==> config.mk <==
export PLATFORM = sky130hd
export DESIGN_NAME = demux_deser
export DESIGN_NICKNAME = d
export VERILOG_FILES = /design/src/rtl/demux_deser.sv
export SDC_FILE = /design/constraint.sdc
export NUM_CORES = 1
export LEC_CHECK = 0
export CORE_MARGIN = 5
export CORE_UTILIZATION = 29
export DETAILED_ROUTE_END_ITERATION = 10
export PLACE_DENSITY = 0.65
export RECOVER_POWER = 25
export SLEW_MARGIN = 20
export SYNTH_ARGS = -nofsm -noshare
export SYNTH_HDL_FRONTEND = slang
export SYNTH_SLANG_ARGS = --single-unit
==> constraint.sdc <==
create_clock -name clk -period 1.1 [get_ports clk]
set_input_delay 0.22 -clock clk [delete_from_list [all_inputs] [get_ports clk]]
set_output_delay 0.22 -clock clk [all_outputs]
set_load 0.1 [all_outputs]
==> src/rtl/demux_deser.sv <==
// Serial-to-parallel demultiplexer: steers each accepted serial bit into the lane
// matching its slot and publishes the rebuilt word with a one-cycle strobe.
module demux_deser #(
  parameter int WIDTH = 4,
  parameter int SEL_W = 2
) (
  input  logic             clk,
  input  logic             rst,
  input  logic             din,
  input  logic             din_valid,
  input  logic             start,
  output logic [WIDTH-1:0] q,
  output logic [SEL_W-1:0] sel,
  output logic [WIDTH-1:0] word,
  output logic             word_valid,
  output logic             busy,
  output logic             frame_err
);

  typedef enum logic {IDLE, COLLECT} state_t;

  localparam logic [SEL_W-1:0] LAST = SEL_W'(WIDTH - 1);
  localparam logic [SEL_W-1:0] ONE  = SEL_W'(1);

  state_t           state, state_n;
  logic [WIDTH-1:0] q_n, word_n;
  logic [SEL_W-1:0] sel_n;
  logic             word_valid_n, frame_err_n;

  always_ff @(posedge clk or posedge rst) begin
    if (rst) begin
      state      <= IDLE;
      q          <= '0;
      sel        <= '0;
      word       <= '0;
      word_valid <= 1'b0;
      frame_err  <= 1'b0;
    end else begin
      state      <= state_n;
      q          <= q_n;
      sel        <= sel_n;
      word       <= word_n;
      word_valid <= word_valid_n;
      frame_err  <= frame_err_n;
    end
  end

  // A start always wins over word completion, so a restart on the last slot
  // discards the partial word instead of publishing it.
  always_comb begin
    state_n      = state;
    q_n          = q;
    sel_n        = sel;
    word_n       = word;
    word_valid_n = 1'b0;
    frame_err_n  = frame_err;
    case (state)
      IDLE: begin
        if (din_valid && start) begin
          q_n[0]  = din;
          sel_n   = ONE;
          state_n = COLLECT;
        end
      end
      COLLECT: begin
        if (start) begin
          if (sel != '0) frame_err_n = 1'b1;
          if (din_valid) begin
            q_n[0] = din;
            sel_n  = ONE;
          end else begin
            sel_n   = '0;
            state_n = IDLE;
          end
        end else if (din_valid) begin
          q_n[sel] = din;
          if (sel == LAST) begin
            word_n       = {din, q[WIDTH-2:0]};
            word_valid_n = 1'b1;
            sel_n        = '0;
          end else begin
            sel_n = sel + ONE;
          end
        end
      end
      default: state_n = IDLE;
    endcase
  end

  assign busy = (state == COLLECT);

endmodule

# Word-level counts from Yosys, hierarchy flattened
# Index checks and enable logic that the tools add are counted.
# Widths: inputs -> output; s select.
# op_classes
n_addsub	1
n_lt_le_gt_ge	2
n_eq_ne	4
mux	22
bitwise	2
reduce_logical	8
# ops
cell	n
$mux 1	13
$mux 2	4
$reduce_and 3->1	2
$bwmux 4	1
$ne 2x2->1 const B	2
$pmux 1 s2	2
$pmux 2 s2	1
$reduce_and 2->1	2
$reduce_and 4->1	1
$lt 2x3->1 const B	1
$ne 3x3->1 const B	1
$add 2x1->2 const B	1
$demux 1 s2	1
$eq 2x2->1 const B	1
$ge 2x1->1 const B	1
$logic_and 1x1->1	2
$not 1->1	2
$reduce_bool 2->1	1
# totals
ff_bits	13
inputBits	5
out_inout_bits	13
elab_cells	46

# Logic depth before layout (Yosys ltp)
# logic_depth
depth_word	8
mapped_depth	4
ltp_nobuf	4

# Least setup slack after synthesis
# OpenSTA, ideal clock, no wires.
# synth_path
path_type	reg2reg
start	register sel[0]
end	register q[3]
setup_ns	0.126
arrival_time_ns	1.768
required_ns	0.974
setup_slack_ns	-0.794
stages_incl_launch_ff	4
path_buffers	0
synth_period_minus_slack_ns	1.894
path_cell_list	dfrtp_1 > ha_1 > nand4b_2 > mux2_2
# synth_via
elab_chain_cells	5
elab_cells_between_ends	6
cone_classes	order compare: 2; mux: 3; reduce/logical: 1
# synth_lines
element	line	text
start: declaration	13	output logic [SEL_W-1:0] sel,
start signal: assignment	41	sel <= sel_n;
$lt 2x3->1 (implied by the code) / $ge 2x1->1 (equally long branches)	76	q_n[sel] = din;
$logic_and 1x1->1 (implied by the code)	76	
$mux 1 (implied by the code)	76	
$demux 1 s2 *	76	
$bwmux 4 *	76	
end signal: assignment	40	q <= q_n;
end: declaration	12	output logic [WIDTH-1:0] q,
# Mark *: on every way between the ends. The rest lies on a longest branch, timed or not.
# A chain may end at the register's enable or synchronous reset.

# Worst setup path in the final report
# layout_path
start	register sel[0]
end	output sel[0]
# No word-level cell between the ends.

==> metrics.md <==
| Metric | Value |
|---|---|
| Status | `finished with violations` |
| Failing checks | `negative setup slack` |
| Clk sinks | `13` |
| DRC violation count after routing | `0` |
| Die Area | `about 3200 um2` |
| Reg-to-Reg Start | `sel[0]` |
| Crit path max-delay family | `flip-flops` |
| Pint | `between 1 and 1.5 mW` |
| Synthesized flop and latch total | `13` |
| H-tree levels | `1` |
| Setup Skew | `about 0.00053 ns` |
| Post-cts hold buffer count | `0` |
| Register area | `342.8 um2` |
| Global placement routability congestion | `approximately 0.76` |
| Peak Freq | `about 0.77 GHz` |
| Nets | `95` |
| Worst Path Required | `0.88 ns` |
| R2R Path End | `q[2]` |
| Clock latency at the later pin of the worst-skew pair | `between 0.2 and 0.3 ns` |
| Core ar. | `2148 um2` |
| Row count | `17` |
| Chip Height | `56.73 um` |
| Setup TNS | `-2.043 ns` |
| CTS buffer count | `3` |
| DR iter-0 viols | `13` |
| Pwr dens | `2281 nW/um2` |
| Final period util | `118.6%` |
| Root Buffer | `clkbuf_4` |
| Cell variety after synth | `20` |
| Hold Path Class | `input pin to async pin` |
| Finished Layout Cells | `113` |
| Register clock-pin slew on the reported worst setup and hold paths | `0.08 ns` |
| CP max stage delay | `0.52 ns` |
| Hpwl dp | `969 um` |
| Comb pwr share | `a little over three fifths` |
| Final Critical Period | `approximately 1.3 ns` |
| Max-Cap Viols | `0` |
| Synth Instances | `48` |
| DRT antenna net count | `0` |
| CP Capture Type | `output pin` |
| Crit. path cell count | `2` |
| Pre-CTS setup slack | `-0.4127 ns` |
| Total track usage | `between 10 and 15%` |
| Dpl cells | `99` |
| Slew HR | `53.49%` |
| Crit path max fanout | `6` |
| Maximum vdd ir drop | `0.001109 V` |
| Leak | `0.5675 nW` |
| Net count after synthesis | `57` |
| TritonRoute pass-1 iters | `4` |
| Clock Power Share | `10.6%` |
| Drt wl/cell | `about 13 um` |
| Worst setup startpoint | `sel[0]` |
| Final setup viols | `14` |
| Via density | `4.531` |
| Critical-path cell list | `buf_6 > buf_12` |
| YS warnings | `0` |
| Grt ovf | `0` |
| Final Worst Setup Slack | `-0.2050 ns` |
| Fraction of layout instances using a drive strength above 1 | `between 60 and 70%` |
| Sw Pwr | `1.276 mW` |
| Fillers | `182` |
| FF-to-FF path depth | `4` |
| Startpoint Class | `flip-flop` |
| Pin count of the biggest net entering global routing | `14` |
| First-pass GRT wire length | `2442 um` |
| Ant diodes | `0` |
| CTS Buffer Depth | `2` |
| Post-Syn Area | `633.1 um2` |
| Multi-input gate area in the final layout | `330.3 um2` |
| Initial Utilization | `between 20% and 30%` |
| Slowest cell on crit path | `dfrtp_4` |
| R2R Setup Slk | `-0.20 ns` |
| Post-Route WL | `1469 um` |
| Avg Cell Area, Syn | `13.19 um2` |
| Register area share after synthesis | `roughly half` |
| Unrepaired setup endpoints after global routing | `yes` |
| Vias in the first global route | `between 500 and 600` |
| Initial antenna violation count | `0` |
| Via count | `512` |
| Critical path endpoint | `sel[0]` |
| Final hold violation count | `0` |
| I/O Buffers | `17` |
| Actual slew at the worst max-slew pin | `0.6977 ns` |
| CTS tree | `built` |
| # IOs | `18` |
| Setup CP Type | `flip-flop to output pin` |
| Switching Fraction | `between 40 and 50%` |
| Buf/Inv on CP | `2` |
| Power, Total | `between 2 and 3 mW` |
| WP data arrival | `1.08 ns` |
| Sequential power share | `between 20% and 30%` |
| Die X | `56.73 um` |
| Syn-to-layout area delta | `91.50%` |
| Slew Limit Fails | `0` |
cells in the mapped netlist (all sizes together):
cell type	count	area [um2]
a21boi	1	7.510
a21oi	1	5.000
a221o	1	10.01
and4bb	1	12.51
buf	3	26.27
dfrtp	13	325.3
ha	4	50.05
inv	4	15.01
maj3	1	11.26
mux2	8	90.08
nand2	2	7.510
nand3	1	5.000
nand4b	4	41.29
o21ai	2	10.00
o21bai	1	7.510
o2bb2ai	1	8.760
how the worst min path moves through the flow:
| stage | startpoint | to | cells after the start | slack, ns |
|---|---|---|---|---|
| 4_1_cts | rst | word[2] | 3 | 0.23 |
| 5_1_grt | start | sel[0] | 2 | 0.45 |
| 3_3_place_gp | frame_err | frame_err | 1 | 0.51 |
| 3_5_place_dp | frame_err | frame_err | 1 | 0.52 |
| 6_report | rst | word[3] | 3 | 0.42 |
| 2_1_floorplan | rst | q[3] | 1 | 0.1 |
layout make-up:
class | instances | area share, %
clock buffers | 4 | 2.167
flip-flops and latches | 13 | 28.28
repair buffers | 36 | 38.18
inverters | 4 | 1.238
well taps | 28 | 2.890
multi-input cells | 28 | 27.24
registers in the layout (all words and copies together) (netlist names), named ones only:
register and count:
sel 2, word_valid 1, word 4, frame_err 1
q 4
worst min-delay path, cell delays in order:
cell and delay (ns):
clkdlybuf4s50_1 0.40, inv_1 0.05, clkbuf_1 0.53
cells by family (layout without fill, tap and decap cells):
group	after synthesis	count (layout)	synth area share (%)
buf+inv	7	44	6.520
flops	13	13	51.38
fa+ha+maj	5	5	9.684
simple gates	8	8	10.47
mux	8	8	14.23
compound gates	7	7	7.706
cell usage in the layout (no fill, tap or decap), drive strengths merged:
cell and count:
buf 31, dfrtp 13, mux2 8, clkbuf 5
nand4b 4, inv 4, ha 4, nand2 2
clkdlybuf4s50 2, dlygate4sd2 2, o21ai 2, o21bai 1
maj3 1, a21boi 1, nand3 1, a21oi 1
o2bb2ai 1, and4bb 1, a221o 1
power by group through the flow:
stage          logic [mW]  clock network (mW)  registers, mW
3_5_place_dp         1.51                   0          0.748
6_report             1.75               0.293          0.722
3_3_place_gp         1.50                   0          0.742
4_1_cts              1.69               0.303          0.725
5_1_grt              1.80               0.335          0.739
2_1_floorplan       0.180                   0           1.46
per-layer routing:
metal,wire [um],vias to the layer above,GRT usage [%]
met2,711,17,16.01
met1,675,248,12.73
li1,-,245,-
met3,77,2,2.759
met5,0,-,0
met4,5,0,4.068
what timing repair did:
| action | 4_1_cts | 5_1_grt |
|---|---|---|
| setup buffers | 6 | 4 |
| setup endpoints to repair | 18 | 24 |
| gates resized for setup | 17 | 0 |
through the flow:
| stage | hold WS, ns | util (%) | cell area [um2] |
|---|---|---|---|
| 3_5_place_dp | 0.5171 | 49.04 | 1054 |
| 2_1_floorplan | 0.09668 | - | 676.9 |
| 4_1_cts | 0.2341 | 55.21 | 1186 |
| 5_1_grt | 0.4476 | 56.44 | 1212 |
| 3_3_place_gp | 0.5131 | 49.04 | 1054 |
| 6_report | 0.4192 | 56.44 | 1212 |
(Power assumes the default switching activity.)
